File: src/rtl/ex_pkg.sv
// Shared encodings for the execute stage: ALU op codes, funct values,
// the mul/div FSM state type and small arithmetic helpers.
package ex_pkg;

    localparam int DATA_W = 32;

    // aluOp encodings from ID/EX
    localparam logic [1:0] ALUOP_ADD   = 2'b00;
    localparam logic [1:0] ALUOP_SUB   = 2'b01;
    localparam logic [1:0] ALUOP_FUNCT = 2'b10;
    localparam logic [1:0] ALUOP_ADD2  = 2'b11;

    // funct field values (signExtendWire[5:0])
    localparam logic [5:0] FN_ADD  = 6'h20;
    localparam logic [5:0] FN_SUB  = 6'h22;
    localparam logic [5:0] FN_AND  = 6'h24;
    localparam logic [5:0] FN_OR   = 6'h25;
    localparam logic [5:0] FN_SLT  = 6'h2A;
    localparam logic [5:0] FN_MULT = 6'h18;
    localparam logic [5:0] FN_DIV  = 6'h1A;
    localparam logic [5:0] FN_MFHI = 6'h10;
    localparam logic [5:0] FN_MFLO = 6'h12;

    typedef enum logic [1:0] {
        MD_IDLE = 2'd0,
        MD_MUL  = 2'd1,
        MD_DIV  = 2'd2,
        MD_DONE = 2'd3
    } md_state_e;

    typedef enum logic [3:0] {
        ALU_ADD  = 4'd0,
        ALU_SUB  = 4'd1,
        ALU_AND  = 4'd2,
        ALU_OR   = 4'd3,
        ALU_SLT  = 4'd4,
        ALU_MFHI = 4'd5,
        ALU_MFLO = 4'd6,
        ALU_MULT = 4'd7,
        ALU_DIV  = 4'd8
    } alu_fn_e;

    // Unsigned magnitude of a two's-complement word (0x80000000 stays 2^31).
    function automatic logic [DATA_W-1:0] mag(input logic [DATA_W-1:0] v);
        return v[DATA_W-1] ? (~v + 1'b1) : v;
    endfunction

    // Collapse aluOp/funct into a single internal ALU function.
    function automatic alu_fn_e decode_alu(input logic [1:0] op, input logic [5:0] fn);
        alu_fn_e r;
        r = ALU_ADD;
        case (op)
            ALUOP_ADD, ALUOP_ADD2: r = ALU_ADD;
            ALUOP_SUB:             r = ALU_SUB;
            ALUOP_FUNCT: begin
                case (fn)
                    FN_ADD:  r = ALU_ADD;
                    FN_SUB:  r = ALU_SUB;
                    FN_AND:  r = ALU_AND;
                    FN_OR:   r = ALU_OR;
                    FN_SLT:  r = ALU_SLT;
                    FN_MULT: r = ALU_MULT;
                    FN_DIV:  r = ALU_DIV;
                    FN_MFHI: r = ALU_MFHI;
                    FN_MFLO: r = ALU_MFLO;
                    default: r = ALU_ADD;
                endcase
            end
            default: r = ALU_ADD;
        endcase
        return r;
    endfunction

endpackage

File: src/rtl/ex_stage_mul_div.sv
// Iterative signed multiply/divide unit: 32 shift-add or restoring-divide
// steps on operand magnitudes, sign fix-up in DONE, result into HI/LO.
module mul_div_unit
    import ex_pkg::*;
(
    input  logic              clock,
    input  logic              reset,
    input  logic              start_mul_i,
    input  logic              start_div_i,
    input  logic [DATA_W-1:0] op_a_i,
    input  logic [DATA_W-1:0] op_b_i,
    output logic              busy_o,
    output logic [DATA_W-1:0] hi_o,
    output logic [DATA_W-1:0] lo_o
);

    md_state_e           state_q, state_d;
    logic [5:0]          cnt_q, cnt_d;
    logic [DATA_W-1:0]   hi_q, lo_q;

    // Working registers; only meaningful while the FSM is out of IDLE.
    logic                div_q, neg_a_q, neg_res_q, dvz_q;
    logic [DATA_W-1:0]   dividend_q;
    logic [2*DATA_W-1:0] acc_q, mcand_q;
    logic [DATA_W-1:0]   opb_q, quo_q, rem_q;

    logic [DATA_W:0]     shifted, diff;
    logic [2*DATA_W-1:0] prod;
    logic [DATA_W-1:0]   hi_fin, lo_fin;

    // State and iteration counter
    always_ff @(posedge clock or posedge reset) begin
        if (reset) begin
            state_q <= MD_IDLE;
            cnt_q   <= '0;
        end else begin
            state_q <= state_d;
            cnt_q   <= cnt_d;
        end
    end

    // Next state: 32 iterations in MUL/DIV, one fix-up cycle in DONE
    always_comb begin
        state_d = state_q;
        cnt_d   = cnt_q;
        case (state_q)
            MD_IDLE: begin
                cnt_d = '0;
                if (start_mul_i)      state_d = MD_MUL;
                else if (start_div_i) state_d = MD_DIV;
            end
            MD_MUL, MD_DIV: begin
                cnt_d = cnt_q + 6'd1;
                if (cnt_q == 6'd31) begin
                    state_d = MD_DONE;
                    cnt_d   = '0;
                end
            end
            MD_DONE: state_d = MD_IDLE;
            default: state_d = MD_IDLE;
        endcase
    end

    // One restoring-division step: shift in next dividend bit, try subtract
    always_comb begin
        shifted = {rem_q, quo_q[DATA_W-1]};
        diff    = shifted - {1'b0, opb_q};
    end

    // Datapath: latch magnitudes on issue, then iterate
    always_ff @(posedge clock) begin
        case (state_q)
            MD_IDLE: begin
                if (start_mul_i || start_div_i) begin
                    div_q      <= start_div_i && !start_mul_i;
                    neg_a_q    <= op_a_i[DATA_W-1];
                    neg_res_q  <= op_a_i[DATA_W-1] ^ op_b_i[DATA_W-1];
                    dvz_q      <= (op_b_i == '0);
                    dividend_q <= op_a_i;
                    acc_q      <= '0;
                    mcand_q    <= {{DATA_W{1'b0}}, mag(op_a_i)};
                    opb_q      <= mag(op_b_i);
                    quo_q      <= mag(op_a_i);
                    rem_q      <= '0;
                end
            end
            MD_MUL: begin
                if (opb_q[0]) acc_q <= acc_q + mcand_q;
                mcand_q <= mcand_q << 1;
                opb_q   <= opb_q >> 1;
            end
            MD_DIV: begin
                if (!diff[DATA_W]) begin
                    rem_q <= diff[DATA_W-1:0];
                    quo_q <= {quo_q[DATA_W-2:0], 1'b1};
                end else begin
                    rem_q <= shifted[DATA_W-1:0];
                    quo_q <= {quo_q[DATA_W-2:0], 1'b0};
                end
            end
            default: ;
        endcase
    end

    // Sign fix-up of the finished magnitudes, including divide-by-zero
    always_comb begin
        prod = neg_res_q ? (~acc_q + 1'b1) : acc_q;
        if (div_q) begin
            if (dvz_q) begin
                lo_fin = '1;
                hi_fin = dividend_q;
            end else begin
                lo_fin = neg_res_q ? (~quo_q + 1'b1) : quo_q;
                hi_fin = neg_a_q   ? (~rem_q + 1'b1) : rem_q;
            end
        end else begin
            hi_fin = prod[2*DATA_W-1:DATA_W];
            lo_fin = prod[DATA_W-1:0];
        end
    end

    // HI/LO commit in DONE; reset clears them (aborted ops leave zeros)
    always_ff @(posedge clock or posedge reset) begin
        if (reset) begin
            hi_q <= '0;
            lo_q <= '0;
        end else if (state_q == MD_DONE) begin
            hi_q <= hi_fin;
            lo_q <= lo_fin;
        end
    end

    assign busy_o = (state_q != MD_IDLE);
    assign hi_o   = hi_q;
    assign lo_o   = lo_q;

endmodule

File: src/rtl/ex_stage.sv
// Execute stage: operand forwarding, single-cycle ALU, EX/MEM register,
// and the multi-cycle mul/div unit that stalls the pipeline.
module ex_stage
    import ex_pkg::*;
(
    input  logic              clock,
    input  logic              reset,
    input  logic              flush,
    input  logic              regDest,
    input  logic              aluSrc,
    input  logic [1:0]        aluOp,
    input  logic [2:0]        memControlInput,
    input  logic [1:0]        wbControlInput,
    input  logic [DATA_W-1:0] readData1,
    input  logic [DATA_W-1:0] readData2,
    input  logic [DATA_W-1:0] signExtendWire,
    input  logic [4:0]        rd,
    input  logic [4:0]        rt,
    input  logic [4:0]        rs,
    input  logic              exMemRegWrite,
    input  logic [4:0]        exMemRd,
    input  logic [DATA_W-1:0] exMemAluFwd,
    input  logic              memWbRegWrite,
    input  logic [4:0]        memWbRd,
    input  logic [DATA_W-1:0] memWbData,
    output logic [DATA_W-1:0] aluResult,
    output logic [DATA_W-1:0] writeData,
    output logic [4:0]        writeReg,
    output logic [2:0]        memControlExMem,
    output logic [1:0]        wbControlExMem,
    output logic              stall
);

    logic [DATA_W-1:0]        op_a, fwd_b, op_b, hi, lo;
    logic signed [DATA_W-1:0] sa, sb;
    logic [DATA_W-1:0]        alu_res;
    alu_fn_e                  fn;
    logic                     issue, is_md, bubble, start_mul, start_div;

    logic [DATA_W-1:0] alu_result_q, alu_result_d;
    logic [DATA_W-1:0] write_data_q, write_data_d;
    logic [4:0]        write_reg_q, write_reg_d;
    logic [2:0]        mem_ctl_q, mem_ctl_d;
    logic [1:0]        wb_ctl_q, wb_ctl_d;

    // Youngest producer wins; register 0 is never forwarded.
    function automatic logic [DATA_W-1:0] fwd(input logic [4:0] src,
                                              input logic [DATA_W-1:0] rf_val);
        if (exMemRegWrite && exMemRd == src && src != 5'd0)
            return exMemAluFwd;
        else if (memWbRegWrite && memWbRd == src && src != 5'd0)
            return memWbData;
        else
            return rf_val;
    endfunction

    // Operand selection with forwarding and immediate mux
    always_comb begin
        op_a  = fwd(rs, readData1);
        fwd_b = fwd(rt, readData2);
        op_b  = aluSrc ? signExtendWire : fwd_b;
    end

    // Decode, ALU and issue control
    always_comb begin
        fn        = decode_alu(aluOp, signExtendWire[5:0]);
        sa        = op_a;
        sb        = op_b;
        issue     = !stall;
        is_md     = (fn == ALU_MULT) || (fn == ALU_DIV);
        bubble    = !issue || flush || is_md;
        start_mul = issue && !flush && (fn == ALU_MULT);
        start_div = issue && !flush && (fn == ALU_DIV);
        case (fn)
            ALU_SUB:  alu_res = op_a - op_b;
            ALU_AND:  alu_res = op_a & op_b;
            ALU_OR:   alu_res = op_a | op_b;
            ALU_SLT:  alu_res = {{(DATA_W-1){1'b0}}, (sa < sb)};
            ALU_MFHI: alu_res = hi;
            ALU_MFLO: alu_res = lo;
            default:  alu_res = op_a + op_b;
        endcase
    end

    // EX/MEM next value: real instruction or an all-zero bubble
    always_comb begin
        alu_result_d = '0;
        write_data_d = '0;
        write_reg_d  = '0;
        mem_ctl_d    = '0;
        wb_ctl_d     = '0;
        if (!bubble) begin
            alu_result_d = alu_res;
            write_data_d = fwd_b;
            write_reg_d  = regDest ? rd : rt;
            mem_ctl_d    = memControlInput;
            wb_ctl_d     = wbControlInput;
        end
    end

    // EX/MEM pipeline register
    always_ff @(posedge clock or posedge reset) begin
        if (reset) begin
            alu_result_q <= '0;
            write_data_q <= '0;
            write_reg_q  <= '0;
            mem_ctl_q    <= '0;
            wb_ctl_q     <= '0;
        end else begin
            alu_result_q <= alu_result_d;
            write_data_q <= write_data_d;
            write_reg_q  <= write_reg_d;
            mem_ctl_q    <= mem_ctl_d;
            wb_ctl_q     <= wb_ctl_d;
        end
    end

    mul_div_unit u_mul_div (
        .clock       (clock),
        .reset       (reset),
        .start_mul_i (start_mul),
        .start_div_i (start_div),
        .op_a_i      (op_a),
        .op_b_i      (op_b),
        .busy_o      (stall),
        .hi_o        (hi),
        .lo_o        (lo)
    );

    assign aluResult       = alu_result_q;
    assign writeData       = write_data_q;
    assign writeReg        = write_reg_q;
    assign memControlExMem = mem_ctl_q;
    assign wbControlExMem  = wb_ctl_q;

endmodule

File: config.mk
export PLATFORM = sky130hd
export DESIGN_NAME = ex_stage
export DESIGN_NICKNAME = d
export VERILOG_FILES = /design/src/rtl/ex_pkg.sv /design/src/rtl/ex_stage_mul_div.sv /design/src/rtl/ex_stage.sv
export SDC_FILE = /design/constraint.sdc
export NUM_CORES = 2
export LEC_CHECK = 0
export ABC_AREA = 1
export BUFFER_PORTS_ARGS = -buffer_cell sky130_fd_sc_hd__buf_4
export CAP_MARGIN = 25
export CORE_MARGIN = 5
export CORE_UTILIZATION = 50
export DETAILED_ROUTE_END_ITERATION = 10
export PLACE_DENSITY_LB_ADDON = 0.12
export SETUP_SLACK_MARGIN = 0.2
export SLEW_MARGIN = 10
export SYNTH_ARGS = -nofsm -noshare
export SYNTH_HDL_FRONTEND = slang
export SYNTH_HIERARCHICAL = 1
export SYNTH_SLANG_ARGS = --single-unit
export TNS_END_PERCENT = 30
File: constraint.sdc
create_clock -name clock -period 14.1 [get_ports clock]
set_input_delay 4.23 -clock clock [delete_from_list [all_inputs] [get_ports clock]]
set_output_delay 4.23 -clock clock [all_outputs]
set_load 0.02 [all_outputs]
==> impl_metrics.env <==
export IMPL_power_total_mw=8.96
export IMPL_drv_cap=0
export IMPL_grt_pass1_wl_mm=250
export IMPL_synth_edf_count=259
export IMPL_io_buffers=273
export IMPL_ir_worst_vdd_uv=294
export IMPL_synth_mux_area_frac=0.000518
export IMPL_synth_top_area_frac=0.205
export IMPL_fin_tns_setup_ns=0
export IMPL_num_rows=102
export IMPL_post_cts_resized=0
export IMPL_layout_drive_gt1_share=0.0804
export IMPL_vias=43300
export IMPL_coreArea_um2=77100
export IMPL_start_util=0.502
export IMPL_finalCritPeriodShare=0.627
export IMPL_synth_compound_area_frac=0.108
export IMPL_synth_top_family_by_area="simple AND/OR/NAND/NOR gates"
export IMPL_crit_type="in -> reg"
export IMPL_grt_pass1_vias=39500
export IMPL_clock_skew_ns=0.0332
export IMPL_relSlewSlack=0.152
export IMPL_post_cts_setup_buffer_count=0
export IMPL_synth_ff_type="edfxtp_1"
export IMPL_synthAdderAreaFrac=0.0681
export IMPL_synth_cells=6310
export IMPL_synth_simple_gate_area_frac=0.396
export IMPL_drt_iter0_markers=5531
export IMPL_tightest_slew_ns=1.26
export IMPL_overflow=0
export IMPL_min_period_ns=8.84
export IMPL_wl_mm=171
export IMPL_hold_buffers=0
export IMPL_crit_fanout=29
export IMPL_required_ns=14.62
export IMPL_synth_top_area_cell="nand2_1"
export IMPL_htreeDepth=2
export IMPL_track_usage=0.397
export IMPL_dpl_hpwl_mm=137
export IMPL_rsz0062_at_grt="false"
export IMPL_critPathCaptureType="flop"
export IMPL_die_h_um=288
export IMPL_yosysSeqAreaShare=0.296
export IMPL_die_area_um2=83000
export IMPL_min_path_type="reg -> reg"
export IMPL_hold_violations=0
export IMPL_leakage_nw=22.5
export IMPL_drc=0
export IMPL_viasPerCell=5.69
export IMPL_io_pins=274
export IMPL_max_freq_ghz=0.113
export IMPL_cp_start_kind="input port"
export IMPL_synth_xor_area_frac=0.0217
export IMPL_firstDrtPassIters=7
export IMPL_clk_latency_ns=0.63
export IMPL_gp_congestion=1.08
export IMPL_syn_cell_area_um2=38700
export IMPL_antenna_left=0
export IMPL_path_clk_slew_ns=0.06
export IMPL_synth_area_leaders="nand2_1 (21%), edfxtp_1 (20%), dfrtp_1 (9.4%), inv_1 (8.8%), nor2_1 (8.4%)"
export IMPL_crit_slowest_cell="clkinv_1"
export IMPL_yosysWarnings=6
export IMPL_arrival_ns=9.36
export IMPL_status="finished, final reports clean"
export IMPL_max_stage_delay_ns=0.56
export IMPL_setup_viol=0
export IMPL_clockRootBuffer="clkbuf_16"
export IMPL_synth_async_reset_ratio=0.360
export IMPL_wl_per_cell_um=22.5
export IMPL_clock_sinks=405
export IMPL_finalNetCount=6918
export IMPL_fp_dieW_um=288
export IMPL_cp_common_cell="nand2_1"
export IMPL_syn_to_final_growth_pct=12.5
export IMPL_cts_buffers_inserted=51
export IMPL_slew_viol_final=0
export IMPL_synth_seq_cells=405
export IMPL_antenna_found_initial=5
export IMPL_grt_max_degree=84
export IMPL_pwr_density_cell_nw_per_um2=206
export IMPL_synth_nets=6717
export IMPL_cts_tree="done"
export IMPL_syn_area_per_cell_um2=6.13
export IMPL_yosysUniqueCellTypes=56
export IMPL_clockBufferDepth=3
-- Yosys cell counts, types with 25 or more instances --
cell type / n
buf_1: 26
nor2_1: 868
ha_1: 204
o21ai_0: 350
clkbuf_1: 102
xor2_1: 69
a21oi_1: 324
o21bai_1: 29
edfxtp_1: 259
nand2_1: 2113
inv_1: 904
nand4_1: 55
dfrtp_1: 146
nand3_1: 504
or2_2: 25
nor3_1: 57
buf_2: 28
xnor2_1: 27
-- placed cells by master (no fill, tap or decap), drive strengths merged, types with 6 or more instances in the layout --
cell type  instances
a21oi            331
a31oi              6
and2               8
buf              321
clkbuf            67
clkinv            20
dfrtp            146
edfxtp           259
ha               204
inv              926
nand2           2135
nand3            514
nand3b            22
nand4             55
nor2             891
nor3              61
nor4               6
o211ai            17
o21a              18
o21ai            355
o21bai            29
or2               25
xnor2             27
xor2              69
-- layout make-up --
cell class / count / area (µm²)
inverters: 926 / 3480
diodes: 5 / 12.5
multi-input cells: 4806 / 23100
flip-flops and latches: 405 / 11400
fillers: 8039 / 33600
clock buffers: 67 / 1430
repair buffers: 321 / 2440
clock inverters: 28 / 345
well taps: 1040 / 1300
-- worst max-delay path: cells and delay by family --
family	cells	cell delay, ns
AOI/OAI and AO/OA	2	0.23
buffers and inverters	8	2.05
adders and majority gates	2	0.74
and+or+nand+nor	17	2.06
-- state kept, by name (all words and copies together) (netlist names), 2 cells and up --
name,count
aluResult,32
memControlExMem,3
u_mul_div/acc_q,64
u_mul_div/cnt_q,6
u_mul_div/dividend_q,31
u_mul_div/hi_o,32
u_mul_div/lo_o,32
u_mul_div/mcand_q,64
u_mul_div/opb_q,32
u_mul_div/quo_q,32
u_mul_div/rem_q,32
u_mul_div/state_q,2
wbControlExMem,2
writeData,32
writeReg,5
-- stage by stage --
step                      cells  utilization  area [µm²]  setup slack (ns)  hold slack [ns]
final                      7598        0.564       43500              5.26            0.482
after global routing       7594        0.564       43500              4.90            0.496
after CTS                  7590        0.564       43500              5.46            0.483
after detailed placement   7495        0.541       41700              4.82            0.467
after global placement     7494        0.540       41600              4.90            0.462
after floorplan            6310            -       38700              1.73            0.449
-- kinds of logic after synthesis --
kind of cell,count (synthesis)
compound gates,779
xor+xnor,96
fa+ha+maj,208
buf+inv,1099
flops,405
mux,2
simple gates,3721
-- routing by layer --
layer,share of wire,GRT usage,vias to the layer above
li1,-,-,20400
met1,0.42,0.569,20000
met2,0.42,0.586,2467
met3,0.13,0.0960,346
met4,0.041,0.138,6
met5,0.00025,0,-
-- report_power, final --
group	total (mW)	internal [mW]	switching (mW)
Combinational	5.19	1.50	3.69
Clock	1.40	0.815	0.588
Sequential	2.37	1.91	0.464
-- worst paths after layout --
check | from | endpoint | slack, ns | depth (start not counted)
setup / recovery | rs[4] | aluResult[30]$_DFF_PP0_ | 5.26 | 29
hold / removal | u_mul_div/hi_o[22]$_DFFE_PP0N_ | u_mul_div/hi_o[22]$_DFFE_PP0N_ | 0.48 | 2
setup reg to reg | u_mul_div/state_q[1]$_DFFE_PP0P_ | u_mul_div/acc_q[51]$_SDFFCE_PN0P_ | 10.17 | 11
min in group asynchronous | reset | u_mul_div/hi_o[31]$_DFFE_PP0N_ | 3.49 | 2
max in group asynchronous | reset | writeData[13]$_DFF_PP0_ | 9.75 | 4
hold reg to reg | u_mul_div/hi_o[22]$_DFFE_PP0N_ | u_mul_div/hi_o[22]$_DFFE_PP0N_ | 0.48 | 2
Note: power is estimated with default switching activity, not from simulation.
